[src/rtl/servo_pwm_bridge.sv]
// Servo command to H-bridge gate driver: free-running PWM period, boundary-synchronous
// duty/direction updates, reversal guard period, minimum pulse, saturation, sticky fault.
module servo_pwm_bridge #(
    parameter int unsigned PERIOD     = 2000,
    parameter int unsigned DEAD_TIME  = 20,
    parameter int unsigned DUTY_SHIFT = 4,
    parameter int unsigned MIN_PULSE  = 8
) (
    input  logic        clk,
    input  logic        rst,
    input  logic        enable,
    input  logic [15:0] u,
    input  logic        u_valid,
    input  logic        fault,
    input  logic        fault_clr,
    output logic        hi_a,
    output logic        lo_a,
    output logic        hi_b,
    output logic        lo_b,
    output logic        period_st,
    output logic        dir_o,
    output logic [15:0] duty_o,
    output logic        sat,
    output logic        fault_flag
);

    localparam logic [15:0] CNT_LAST = 16'(PERIOD - 1);
    localparam logic [15:0] DUTY_MAX = 16'(PERIOD - 2 * DEAD_TIME);
    localparam logic [15:0] MIN_P    = 16'(MIN_PULSE);
    localparam logic [16:0] DT17     = 17'(DEAD_TIME);
    localparam logic [16:0] LO_END   = 17'(PERIOD - DEAD_TIME);

    typedef enum logic [1:0] {
        ST_OFF   = 2'd0,
        ST_RUN   = 2'd1,
        ST_SWAP  = 2'd2,
        ST_FAULT = 2'd3
    } state_t;

    // Returns {sat, duty}; the most negative command is folded onto +0x7FFF.
    function automatic logic [16:0] duty_calc(input logic [15:0] cmd);
        logic [15:0] mag;
        logic [15:0] d;
        logic        s;
        if (cmd == 16'h8000) begin
            mag = 16'h7FFF;
        end else if (cmd[15]) begin
            mag = ~cmd + 16'd1;
        end else begin
            mag = cmd;
        end
        d = mag >> DUTY_SHIFT;
        if (d < MIN_P) begin
            d = 16'd0;
        end else begin
            d = d;
        end
        if (d > DUTY_MAX) begin
            d = DUTY_MAX;
            s = 1'b1;
        end else begin
            s = 1'b0;
        end
        return {s, d};
    endfunction

    state_t      state_q, state_d;
    logic [15:0] cnt_q, cnt_d;
    logic [15:0] pending_q, pending_d;
    logic [15:0] duty_q, duty_d;
    logic        dir_q, dir_d;
    logic        sat_q, sat_d;
    logic        fault_flag_q, fault_flag_d;
    logic        period_st_q, period_st_d;
    logic        hi_a_q, hi_a_d, lo_a_q, lo_a_d, hi_b_q, hi_b_d, lo_b_q, lo_b_d;

    logic        bnd_s;
    logic [15:0] cmd_s;
    logic [15:0] cmd_duty_s;
    logic        cmd_sat_s;
    logic        cmd_dir_s;
    logic        rev_s;
    logic        load_s;
    logic        hi_win_s;
    logic        lo_win_s;

    // Boundary command evaluation: a strobe in the boundary cycle wins over pending.
    always_comb begin
        bnd_s                   = (cnt_q == CNT_LAST);
        cmd_s                   = u_valid ? u : pending_q;
        {cmd_sat_s, cmd_duty_s} = duty_calc(cmd_s);
        cmd_dir_s               = (cmd_duty_s != 16'd0) ? cmd_s[15] : dir_q;
        rev_s                   = (cmd_dir_s != dir_q);
        load_s                  = bnd_s && !fault && enable && (state_q != ST_FAULT);
    end

    // State register.
    always_ff @(posedge clk) begin
        if (rst) begin
            state_q <= ST_OFF;
        end else begin
            state_q <= state_d;
        end
    end

    // Next-state logic; fault and enable-low override the per-state behaviour.
    always_comb begin
        state_d = state_q;
        if (fault) begin
            state_d = ST_FAULT;
        end else begin
            case (state_q)
                ST_OFF: begin
                    if (enable && bnd_s) begin
                        state_d = ST_RUN;
                    end else begin
                        state_d = ST_OFF;
                    end
                end
                ST_RUN, ST_SWAP: begin
                    if (!enable) begin
                        state_d = ST_OFF;
                    end else if (bnd_s) begin
                        state_d = rev_s ? ST_SWAP : ST_RUN;
                    end else begin
                        state_d = state_q;
                    end
                end
                ST_FAULT: begin
                    if (fault_clr) begin
                        state_d = ST_OFF;
                    end else begin
                        state_d = ST_FAULT;
                    end
                end
                default: state_d = ST_OFF;
            endcase
        end
    end

    // Counter, command latch and applied-command registers.
    always_comb begin
        cnt_d        = (cnt_q == CNT_LAST) ? 16'd0 : cnt_q + 16'd1;
        pending_d    = u_valid ? u : pending_q;
        duty_d       = load_s ? cmd_duty_s : duty_q;
        dir_d        = load_s ? cmd_dir_s : dir_q;
        sat_d        = load_s ? cmd_sat_s : sat_q;
        period_st_d  = (cnt_d == CNT_LAST);
        fault_flag_d = (state_d == ST_FAULT);
    end

    // Output decode: gate windows come from this cycle's counter, state and duty.
    always_comb begin
        hi_win_s = (cnt_q < duty_q);
        lo_win_s = ({1'b0, cnt_q} >= ({1'b0, duty_q} + DT17)) && ({1'b0, cnt_q} < LO_END);
        hi_a_d   = 1'b0;
        lo_a_d   = 1'b0;
        hi_b_d   = 1'b0;
        lo_b_d   = 1'b0;
        if (fault || !enable || (state_q != ST_RUN)) begin
            hi_a_d = 1'b0;
        end else if (!dir_q) begin
            hi_a_d = hi_win_s;
            lo_a_d = lo_win_s && !hi_win_s;
            lo_b_d = 1'b1;
        end else begin
            hi_b_d = hi_win_s;
            lo_b_d = lo_win_s && !hi_win_s;
            lo_a_d = 1'b1;
        end
    end

    // Datapath and output registers.
    always_ff @(posedge clk) begin
        if (rst) begin
            cnt_q        <= 16'd0;
            pending_q    <= 16'd0;
            duty_q       <= 16'd0;
            dir_q        <= 1'b0;
            sat_q        <= 1'b0;
            period_st_q  <= 1'b0;
            fault_flag_q <= 1'b0;
            hi_a_q       <= 1'b0;
            lo_a_q       <= 1'b0;
            hi_b_q       <= 1'b0;
            lo_b_q       <= 1'b0;
        end else begin
            cnt_q        <= cnt_d;
            pending_q    <= pending_d;
            duty_q       <= duty_d;
            dir_q        <= dir_d;
            sat_q        <= sat_d;
            period_st_q  <= period_st_d;
            fault_flag_q <= fault_flag_d;
            hi_a_q       <= hi_a_d;
            lo_a_q       <= lo_a_d;
            hi_b_q       <= hi_b_d;
            lo_b_q       <= lo_b_d;
        end
    end

    assign hi_a       = hi_a_q;
    assign lo_a       = lo_a_q;
    assign hi_b       = hi_b_q;
    assign lo_b       = lo_b_q;
    assign period_st  = period_st_q;
    assign dir_o      = dir_q;
    assign duty_o     = duty_q;
    assign sat        = sat_q;
    assign fault_flag = fault_flag_q;

endmodule

[config.mk]
export PLATFORM = sky130hd
export DESIGN_NAME = servo_pwm_bridge
export DESIGN_NICKNAME = d
export VERILOG_FILES = /design/src/rtl/servo_pwm_bridge.sv
export SDC_FILE = /design/constraint.sdc
export NUM_CORES = 1
export LEC_CHECK = 0
export CAP_MARGIN = 10
export CORE_UTILIZATION = 54
export CTS_CLUSTER_SIZE = 14
export DETAILED_ROUTE_END_ITERATION = 10
export GPL_TIMING_DRIVEN = 0
export PLACE_DENSITY = 0.84
export SYNTH_ARGS = -nofsm -noshare
export SYNTH_HDL_FRONTEND = slang
export SYNTH_SLANG_ARGS = --single-unit
export TNS_END_PERCENT = 1
[constraint.sdc]
create_clock -name clk -period 3.95 [get_ports clk]
set_clock_uncertainty 0.1 [all_clocks]
set_input_delay 0.5925 -clock clk [delete_from_list [all_inputs] [get_ports clk]]
set_output_delay 0.5925 -clock clk [all_outputs]
set_load 0.005 [all_outputs]
==> flow_summary.html <==
<table>
<tr><th>Metric</th><th>Value</th></tr>
<tr><th colspan="2">Clocking</th></tr>
<tr><td>Register clock-pin slew on the reported worst setup and hold paths</td><td>~100 ps</td></tr>
<tr><td>Number of buffers added by the clock tree synthesis step</td><td>5</td></tr>
<tr><td>Setup bufs post-CTS</td><td>0</td></tr>
<tr><td>Insertion delay to the later sink of the worst-skew pair</td><td>320 ps</td></tr>
<tr><td>H-tree levels</td><td>2</td></tr>
<tr><td>TritonCTS clock tree</td><td>built</td></tr>
<tr><td>Number of buffers inserted for hold repair after clock tree synthesis</td><td>0</td></tr>
<tr><td>Clk Tree Root Cell</td><td>clkbuf_8</td></tr>
<tr><td>Clock sink count</td><td>54</td></tr>
<tr><td>Clock buffer depth</td><td>2</td></tr>
<tr><td>CTS resizes</td><td>0</td></tr>
<tr><th colspan="2">Floorplan</th></tr>
<tr><td>Site row count</td><td>29</td></tr>
<tr><td>Core Box Area</td><td>about 6400 um2</td></tr>
<tr><td>Boundary Pins</td><td>46</td></tr>
<tr><td>Die Footprint</td><td>~7000 um2</td></tr>
<tr><td>Width of the die</td><td>about 83 um</td></tr>
<tr><td>Starting density of the core</td><td>55.98%</td></tr>
<tr><td>Vertical extent of the die</td><td>between 80 and 90 um</td></tr>
<tr><th colspan="2">STA</th></tr>
<tr><td>Time the final worst path needs with I/O delays and setup</td><td>3548 ps</td></tr>
<tr><td>Top achievable clock speed</td><td>approximately 0.28 GHz</td></tr>
<tr><td>Final hold vios</td><td>0</td></tr>
<tr><td>Period utilisation layout</td><td>89.83%</td></tr>
<tr><td>Post-route setup TNS</td><td>0 ps</td></tr>
<tr><td>Setup-failing EPs final</td><td>0</td></tr>
<tr><td>Slew Limit Headroom</td><td>between 40% and 50%</td></tr>
<tr><td>Least-Margin Pin Slew</td><td>877.2 ps</td></tr>
<tr><td>Max Slew Vio Count</td><td>0</td></tr>
<tr><td>Final worst-path setup slack</td><td>around 400 ps</td></tr>
<tr><td>RSZ-0062 raised after global routing</td><td>no</td></tr>
<tr><th colspan="2">Detailed routing</th></tr>
<tr><td>Number of DRC violations after detailed-routing iteration 0</td><td>between 100 and 150</td></tr>
<tr><td>Detailed-routing iteration count for the pre-antenna-repair pass</td><td>5</td></tr>
<tr><td>Remaining number of nets flagged by the antenna check after routing</td><td>0</td></tr>
<tr><td>WL final</td><td>between 8000 and 9000 um</td></tr>
<tr><td>Count of unresolved DRC violations after routing</td><td>0</td></tr>
<tr><td>DR vias/cell</td><td>between 5 and 6</td></tr>
<tr><td>Vias post-DR</td><td>approximately 3400</td></tr>
<tr><td>Post-DR wirelength/cell</td><td>14.96 um</td></tr>
<tr><th colspan="2">GRT</th></tr>
<tr><td>Fraction of met2 tracks used by global routing</td><td>46.57%</td></tr>
<tr><td>Number of global-route vias before repair</td><td>roughly 3300</td></tr>
<tr><td>Global-route wire length before repair</td><td>approximately 14000 um</td></tr>
<tr><td>Initial antenna violation count</td><td>0</td></tr>
<tr><td>GR Util met1</td><td>between 20% and 30%</td></tr>
<tr><td>Total gr overflow</td><td>0</td></tr>
<tr><td>Global-route total usage across every layer</td><td>25.15%</td></tr>
<tr><td>Busiest layer in global routing</td><td>met2</td></tr>
<tr><td>Maximum number of pins on one net before global-route repair</td><td>17</td></tr>
<tr><td>Routing usage on met3</td><td>under 10%</td></tr>
<tr><th colspan="2">Power</th></tr>
<tr><td>Switching power</td><td>0.0003062 W</td></tr>
<tr><td>Int Power</td><td>0.0007713 W</td></tr>
<tr><td>Register share of total power</td><td>a little over half</td></tr>
<tr><td>Power Density</td><td>about 260 nW/um2</td></tr>
<tr><td>Overall Power</td><td>0.001077 W</td></tr>
<tr><td>Part of the total power dissipated in combinational logic</td><td>between 10% and 20%</td></tr>
<tr><td>Net Sw Frac</td><td>between 20 and 30%</td></tr>
<tr><td>Fraction of power consumed by the clock network</td><td>around 29%</td></tr>
<tr><td>Worst vdd rail ir drop</td><td>0.2189 mV</td></tr>
<tr><td>Leak Pwr</td><td>approximately 1.6 nW</td></tr>
<tr><th colspan="2">Layout</th></tr>
<tr><td>Number of standard cells in the layout, taps in and fillers out</td><td>570</td></tr>
<tr><td>Core Util, Final</td><td>between 60% and 70%</td></tr>
<tr><td>Share of layout cells above drive strength 1</td><td>6.085%</td></tr>
<tr><td>Ant. Diodes</td><td>0</td></tr>
<tr><td>Layout overhead on the synthesized area</td><td>16.63%</td></tr>
<tr><td>Layout net count</td><td>around 540</td></tr>
<tr><th colspan="2">Synthesis</th></tr>
<tr><td>Share of flip-flops with an asynchronous set or reset</td><td>0%</td></tr>
<tr><td>Area fraction of the dominant cell type after synthesis</td><td>between 30 and 40%</td></tr>
<tr><td>Post-Synthesis Cells</td><td>442</td></tr>
<tr><td>Sequential area share after synthesis</td><td>a little over 30%</td></tr>
<tr><td>Avg Inst Size Synth</td><td>8.088 um2</td></tr>
<tr><td>Most repeated cell in the gate-level netlist after synthesis</td><td>nor2_1</td></tr>
<tr><td>Post-Synthesis Cell Area</td><td>3575 um2</td></tr>
<tr><td>Number of distinct library cells after synthesis</td><td>64</td></tr>
<tr><td>Largest area contributor in the netlist</td><td>dfxtp_1</td></tr>
<tr><td>Count of flip-flops with a built-in enable after synthesis</td><td>0</td></tr>
<tr><td>Most area-consuming cells after synthesis</td><td>dfxtp_1 30%, ha_1 10%, nor2_1 7.0%, xnor2_1 4.9%, nand2_1 3.8%</td></tr>
<tr><td>Most numerous cell types in the synthesized netlist</td><td>67 x nor2_1, 54 x dfxtp_1, 36 x nand2_1, 29 x ha_1, 25 x a21oi_1</td></tr>
<tr><td>Number of register bits inferred by synthesis</td><td>54</td></tr>
<tr><td>Top_reg_cell synth</td><td>dfxtp_1</td></tr>
<tr><td>Yosys synthesis warning count</td><td>0</td></tr>
<tr><th colspan="2">Placement</th></tr>
<tr><td>Setup WS pre-CTS</td><td>85.37 ps</td></tr>
<tr><td>Detailed placement HPWL</td><td>6763 um</td></tr>
<tr><td>Cell Count Post-Placement</td><td>562</td></tr>
<tr><td>Gp weighted congestion</td><td>around 0.94</td></tr>
<tr><td>PortBufs</td><td>40</td></tr>
<tr><th colspan="2">Min path</th></tr>
<tr><td>Class of the tightest hold or removal check</td><td>reg -&gt; reg</td></tr>
<tr><th colspan="2">Run</th></tr>
<tr><td>Max-capacitance violation count</td><td>0</td></tr>
<tr><th colspan="2">Setup path</th></tr>
<tr><td>Critical Path RT</td><td>roughly 4100 ps</td></tr>
<tr><td>Sort of element at the start of the critical path</td><td>input port</td></tr>
<tr><td>Category of the most critical setup path</td><td>in -&gt; reg</td></tr>
<tr><td>Critical Path Fanout Max</td><td>10</td></tr>
<tr><td>Data arrival time at the worst-slack endpoint</td><td>between 3000 and 4000 ps</td></tr>
<tr><td>Kind of end point of the critical path</td><td>flip-flop</td></tr>
<tr><th colspan="2">Status</th></tr>
<tr><td>Status</td><td>finished, final reports clean</td></tr>
</table>
## stage by stage
stage	hold WS, ps	area, um2
2_1_floorplan	329.7	3586
3_3_place_gp	343.7	4083
3_5_place_dp	354.9	4083
4_1_cts	377.6	4169
5_1_grt	415.1	4169
6_report	378.0	4169
## worst max-delay path: stages
cell	delay (ps)
clkdlybuf4s50_1	600
buf_6	190
mux2i_2	310
o211ai_1	250
o311a_1	390
a211o_1	320
nand2b_1	150
or4_4	420
buf_6	140
a41o_1	210
a21oi_2	120
## routing by layer
layer | wire [um] | vias up
met4 | 217 | 0
met1 | 3602 | 1586
met3 | 350 | 20
li1 | - | 1677
met5 | 0 | -
met2 | 4357 | 107
## power by group through the flow
stage / Clock [W] / Combinational (W) / Sequential (W)
global route: 0.000347 / 0.000216 / 0.000572
global placement: 0 / 0.000188 / 0.000581
floorplan: 0 / 0.000136 / 0.000579
detailed placement: 0 / 0.000194 / 0.000582
CTS: 0.000321 / 0.000195 / 0.000570
finish: 0.000311 / 0.000197 / 0.000570
## sequential cells by signal (all words and copies together), names as in the netlist
register and flops:
cnt_q 16, dir_o 1, period_st 1, lo_b 1, state_q 2, hi_b 1, fault_flag 1, hi_a 1
duty_o 12, pending_q 16, sat 1, lo_a 1
## cell usage in the layout (no fill, tap or decap), types with 6 or more instances in the layout
master | synthesis | routed
nor2_1 | 67 | 67
dfxtp_1 | 54 | 54
clkdlybuf4s50_1 | 0 | 40
nand2_1 | 36 | 36
ha_1 | 29 | 29
a21oi_1 | 25 | 25
inv_1 | 20 | 20
xnor2_1 | 20 | 20
o21ai_0 | 16 | 16
nor3_1 | 16 | 16
nand3_1 | 14 | 14
mux2i_1 | 12 | 12
clkbuf_1 | 8 | 9
xor2_1 | 8 | 8
nor4_1 | 8 | 8
buf_4 | 6 | 6
## cell families (layout without fill, tap and decap cells)
logic type | count (synthesis) | in the layout | synth area share (%)
compound gates | 89 | 89 | 16.45
xor+xnor | 28 | 28 | 6.860
flops | 54 | 54 | 30.24
fa+ha+maj | 29 | 29 | 10.15
mux | 18 | 18 | 5.460
simple gates | 185 | 185 | 25.66
buf+inv | 38 | 86 | 5.075
other cells | 1 | 4 | 0.1049
## layout make-up
class | count | area [um2]
tap | 77 | 96.34
clock inverter | 2 | 13.76
timing repair buffer | 40 | 400.4
multi-input combinational | 353 | 2323
sequential | 54 | 1081
clock buffer | 6 | 72.57
fill | 561 | 2217
buffer | 18 | 106.4
inverter | 20 | 75.07
## final timing paths
kind,to,from,slack [ps],depth (start not counted)
worst min-delay path,cnt_q[0],cnt_q[0],380,1
worst max-delay path,state_q[0],u_valid,400,11
worst max register to register,lo_a,duty_o[7],840,9
worst min register to register,cnt_q[0],cnt_q[0],380,1
(Power assumes the default switching activity.)
